===== config.mk =====
export PLATFORM = sky130hd
export DESIGN_NAME = vg_vec_timer_p_flat
export DESIGN_NICKNAME = d
export VERILOG_FILES = /design/src/rtl/vg_vec_timer_p_if.sv /design/src/rtl/vg_vec_timer_p.sv /design/src/flat_wrapper.sv
export SDC_FILE = /design/constraint.sdc
export NUM_CORES = 1
export LEC_CHECK = 0
export ABC_AREA = 1
export CAP_MARGIN = 20
export CORE_UTILIZATION = 47
export CTS_BUF_LIST = sky130_fd_sc_hd__clkbuf_2
export DETAILED_ROUTE_END_ITERATION = 10
export GPL_TIMING_DRIVEN = 0
export PLACE_DENSITY_LB_ADDON = 0.3
export SYNTH_ARGS = -nofsm -noshare
export SYNTH_HDL_FRONTEND = slang
export SYNTH_SLANG_ARGS = --single-unit

===== constraint.sdc =====
create_clock -name clk_12MHz -period 1.7 [get_ports clk_12MHz]
set_input_delay 0.17 -clock clk_12MHz [delete_from_list [all_inputs] [get_ports clk_12MHz]]
set_output_delay 0.17 -clock clk_12MHz [all_outputs]
set_load 0.05 [all_outputs]

===== src/rtl/vg_vec_timer_p_if.sv =====
// Handshake bundle between the VG state machine and the vector-duration timer.
interface vg_vec_timer_p_if #(
  parameter int unsigned CNT_W   = 10,
  parameter int unsigned SCALE_W = 4
);
  logic               start;
  logic               short;
  logic [SCALE_W-1:0] scale;
  logic               hold;
  logic               abort;
  logic               go;
  logic               stop_n;
  logic               busy;
  logic               done;
  logic [CNT_W:0]     remaining;

  modport master (
    output start, short, scale, hold, abort,
    input  go, stop_n, busy, done, remaining
  );

  modport slave (
    input  start, short, scale, hold, abort,
    output go, stop_n, busy, done, remaining
  );
endinterface


===== src/rtl/vg_vec_timer_p.sv =====
// Vector-duration timer: loads a power-of-two length at start and issues one
// integrator enable per active clock, with hold, abort and remaining readout.
module vg_vec_timer_p #(
  parameter int unsigned CNT_W   = 10,
  parameter int unsigned SHORT_W = 7,
  parameter int unsigned SCALE_W = 4
) (
  input logic             clk_12MHz,
  input logic             reset,
  vg_vec_timer_p_if.slave bus
);

  localparam int RemW = CNT_W + 1;

  typedef enum logic {StIdle, StRun} state_e;

  state_e            state_q, state_d;
  logic [RemW-1:0]   rem_q, rem_d;
  logic              done_q, done_d;
  logic [RemW-1:0]   n_len;
  int                exp_len;
  logic              go_w;

  // Length exponent is signed so large scales saturate to a single clock.
  always_comb begin
    exp_len = (bus.short ? int'(SHORT_W) : int'(CNT_W)) - int'(bus.scale);
    n_len   = RemW'(1);
    if (exp_len >= 1) begin
      n_len = RemW'(1) << exp_len;
    end
  end

  assign go_w = (state_q == StRun) && !bus.hold;

  always_comb begin
    state_d = state_q;
    rem_d   = rem_q;
    done_d  = 1'b0;
    unique case (state_q)
      StIdle: begin
        if (bus.start && !bus.abort) begin
          state_d = StRun;
          rem_d   = n_len;
        end
      end
      StRun: begin
        if (bus.abort) begin
          state_d = StIdle;
          rem_d   = '0;
        end else if (!bus.hold) begin
          rem_d = rem_q - RemW'(1);
          if (rem_q == RemW'(1)) begin
            state_d = StIdle;
            done_d  = 1'b1;
          end
        end
      end
    endcase
  end

  always_ff @(posedge clk_12MHz) begin
    if (reset) begin
      state_q <= StIdle;
      rem_q   <= '0;
      done_q  <= 1'b0;
    end else begin
      state_q <= state_d;
      rem_q   <= rem_d;
      done_q  <= done_d;
    end
  end

  assign bus.go        = go_w;
  assign bus.stop_n    = !(go_w && (rem_q == RemW'(1)));
  assign bus.busy      = (state_q == StRun);
  assign bus.done      = done_q;
  assign bus.remaining = rem_q;

endmodule


===== src/flat_wrapper.sv =====
// flat-port wrapper written by rule: the top's interface ports become plain ports
module vg_vec_timer_p_flat 
#(
  parameter int unsigned CNT_W   = 10,
  parameter int unsigned SHORT_W = 7,
  parameter int unsigned SCALE_W = 4
)
  (clk_12MHz, reset, bus_start, bus_short, bus_scale, bus_hold, bus_abort, bus_go, bus_stop_n, bus_busy, bus_done, bus_remaining);
  vg_vec_timer_p_if #(.CNT_W(CNT_W), .SCALE_W(SCALE_W)) bus_i ();
  input logic clk_12MHz;
  input logic reset;
  input wire logic [$bits(bus_i.start)-1:0] bus_start;
  input wire logic [$bits(bus_i.short)-1:0] bus_short;
  input wire logic [$bits(bus_i.scale)-1:0] bus_scale;
  input wire logic [$bits(bus_i.hold)-1:0] bus_hold;
  input wire logic [$bits(bus_i.abort)-1:0] bus_abort;
  output wire logic [$bits(bus_i.go)-1:0] bus_go;
  output wire logic [$bits(bus_i.stop_n)-1:0] bus_stop_n;
  output wire logic [$bits(bus_i.busy)-1:0] bus_busy;
  output wire logic [$bits(bus_i.done)-1:0] bus_done;
  output wire logic [$bits(bus_i.remaining)-1:0] bus_remaining;
  assign bus_i.start = bus_start;
  assign bus_i.short = bus_short;
  assign bus_i.scale = bus_scale;
  assign bus_i.hold = bus_hold;
  assign bus_i.abort = bus_abort;
  assign bus_go = bus_i.go;
  assign bus_stop_n = bus_i.stop_n;
  assign bus_busy = bus_i.busy;
  assign bus_done = bus_i.done;
  assign bus_remaining = bus_i.remaining;
  vg_vec_timer_p #(.CNT_W(CNT_W), .SHORT_W(SHORT_W), .SCALE_W(SCALE_W)) u_core (.clk_12MHz(clk_12MHz), .reset(reset), .bus(bus_i));
endmodule

==> impl_metrics.ini <==
[run_status]
status = finished with violations
violations = negative setup slack

[sta]
slew_headroom_pct = 65.92
setup_viol = 1
finalHoldViolCount = 0
whs_ns = 0.4471
min_period_ns = 1.759
postLayoutSetupSlackWorst_ns = -0.05893
skew_ns = 0.005500
drv_slew = 0
tightest_slew_ns = 0.5104
grt_setup_unrepaired = yes
post-route-period-util_pct = 103.5
max_freq_ghz = 0.5685

[global_route]
grt_usage_pct = 27.44
antenna_found_initial = 0
grt_pass1_vias = 1268
grt_pass1_wl_mm = 5.485
grt_start_max_net_pins = 11
grt_overflow = 0

[worst_setup_path]
crit_path_top_delay_cell = dfxtp_4
path_delay_family = simple AND/OR/NAND/NOR gates
crit_chain = nor2_4 -> nand2_1 -> nor2_1 -> nand4_1 -> or2_4 -> buf_6
reg2reg_slack_ns = 0.21
critPathCaptureType = output pin
cp-start-kind = flop
cp_max_fo = 4
crit_required_ns = 1.53
slowest_delay_ns = 0.39
r2r-start = u_core.bus.remaining[0]
critPathKind = flop to output pin
cp.arrival_ns = 1.59
rr_worst_depth = 8
worst-path-buf-inv = 1
r2r_end = u_core.bus.remaining[8]

[worst_hold_path]
hp-start = bus_start
min_path_type = input port to flop
min_to = u_core.bus.busy
hold_depth = 3

[final_layout]
drive_gt1_share_pct = 28.26
mostFrequentLayoutCells = nand2_1 (36), inv_1 (25), nor2_1 (21)
nets = 248
diodes = 0
finalNonFillerCells = 258
syn_to_final_growth_pct = 41.92
final_common_cell = nand2_1

[detailed_routing]
viasPerCell = 5.333
detail-route-antenna-nets = 0
routedWlPerCell_um = 13.60
dr.pass1.iters = 4
num_vias = 1376
drc = 0
routed_wl_mm = 3.508
drt_iter0_markers = 57

[clocking]
ctsHoldBuffers = 0
insertion_delay_ns = 0.30
clk_pin_slew_ns = 0.15
cts.sinks = 13
numCtsBuffers = 3
max-clock-path-buffers = 2
cts_tree = built
h-tree-depth = 1
cts-root-buf = clkbuf_2

[pwr]
p_per_area_mw_per_mm2 = 685.5
swShare_pct = 46.95
clock_power_share_pct = 16.4
seqPwrFrac_pct = 32.2
combPwrFrac_pct = 51.4
power_switching_mw = 0.5344
p_int_mw = 0.6038
irDropWorstVdd_v = 0.0005684
leakagePower_nw = 0.8571

[logic_synthesis]
syn_area_mm2 = 0.001170
yosysWarnings = 0
synth_top_area_cell = dfxtp_1
ys_seq_area_share_pct = 22.25
yosys-top-cells-area = dfxtp_1 (22%), nand2_1 (13%), inv_1 (9.6%)
synth_top_area_share_pct = 22.25
synthCells = 192
synth.avg_cell_area_um2 = 6.093
synth_cell_type_count = 26
synth-seq-cells = 13
synthesis.nets = 209

[die]
die_y_um = 51.89
die_area_mm2 = 0.002693
design.core.area_mm2 = 0.002276
fp.dieW_um = 51.89
row_count = 17
io_pins = 25
initial_core_util_pct = 51.40

[job]
cap_violations = 0

[placed_design]
place_inst = 244
io_buffers = 24
pre_cts_ws_ns = -0.7539
gp_congestion = 0.8308
place_hpwl_mm = 2.250
[through the flow]
stage          util, %  setup TNS (ns)  total power [mW]  instance area (um^2)
4_1_cts          67.12         -0.3010             1.067                  1528
2_1_floorplan        -        -0.02378            0.7338                  1185
3_5_place_dp     64.16          -7.265            0.8687                  1460
3_3_place_gp     64.16          -6.178            0.8547                  1460
6_report         72.95        -0.05893             1.138                  1660
5_1_grt          72.95         -0.2600             1.206                  1660
[what timing repair did]
action                                  CTS  global route
pin swaps                                 9             8
endpoints found under the setup margin   22            16
cloned                                    0             0
gates resized for setup                  31            37
setup buffers                             5             5
[worst min-delay path, cell delays in order]
cell and delay, ns:
clkdlybuf4s50_1 0.40, nand2_1 0.08, a21oi_1 0.07
[cell type report]
cell class / instances / area, um^2
Sequential cell: 13 / 276.5
Timing Repair Buffer: 34 / 304.0
Inverter: 34 / 130.1
Tap cell: 28 / 35.03
Fill cell: 181 / 615.6
Buffer: 3 / 20.02
Clock buffer: 4 / 20.02
Multi-Input combinational cell: 142 / 874.6
[cells in the mapped netlist]
library cell	number
nand2_1	40
inv_1	30
nor2_1	26
o21ai_0	18
nand3_1	17
dfxtp_1	13
a21oi_1	11
ha_1	6
nor2_2	4
nor3_1	4
inv_2	3
nand3_2	3
a21oi_2	2
nand4_1	2
nor2_4	2
buf_6	1
clkbuf_1	1
clkbuf_2	1
fa_1	1
inv_4	1
nand2_4	1
nor2_8	1
o21ai_1	1
o21bai_1	1
or2_2	1
xor2_1	1
[routing by layer]
metal  vias to the layer above  wire length [um]  global-route usage (%)
li1                        685                 -                       -
met1                       599              1335                   30.60
met2                        78              1769                   49.36
met3                        14               289                   8.480
met4                         0               114                   7.658
met5                         -                 0                       0
[registers in the layout, summed over array words and instances, names as in the netlist]
name                  count
u_core.bus.remaining     11
u_core.bus.done           1
u_core.bus.busy           1
[power by group through the flow]
stage	clock network, mW	registers (mW)	logic, mW
after floorplan	0	0.444	0.290
after global placement	0	0.364	0.491
after detailed placement	0	0.365	0.504
after CTS	0.186	0.359	0.522
after global routing	0.199	0.371	0.636
final	0.187	0.366	0.585
[cells by family (layout without fill, tap and decap cells)]
| group | Yosys count | count (layout) | share of synthesized area, % |
|---|---|---|---|
| and+or+nand+nor | 101 | 101 | 41.07 |
| buffers and inverters | 37 | 75 | 12.83 |
| AOI/OAI and AO/OA | 33 | 33 | 14.97 |
| DFF | 13 | 13 | 22.25 |
| adders and majority gates | 7 | 7 | 8.128 |
| xor gates and xnor gates | 1 | 1 | 0.7488 |
[worst max path at each step]
stage	start	endpoint	slack, ns	depth (start not counted)
after floorplan	bus_short	u_core.bus.remaining[0]	-0.02	13
after global placement	bus_short	u_core.bus.remaining[0]	-0.63	14
after detailed placement	bus_short	u_core.bus.remaining[0]	-0.75	14
after CTS	u_core.bus.remaining[8]	bus_stop_n	-0.19	6
after global routing	u_core.bus.remaining[9]	bus_stop_n	-0.17	6
final	u_core.bus.remaining[5]	bus_stop_n	-0.06	6
No activity file was read; power rests on OpenSTA's default activity.
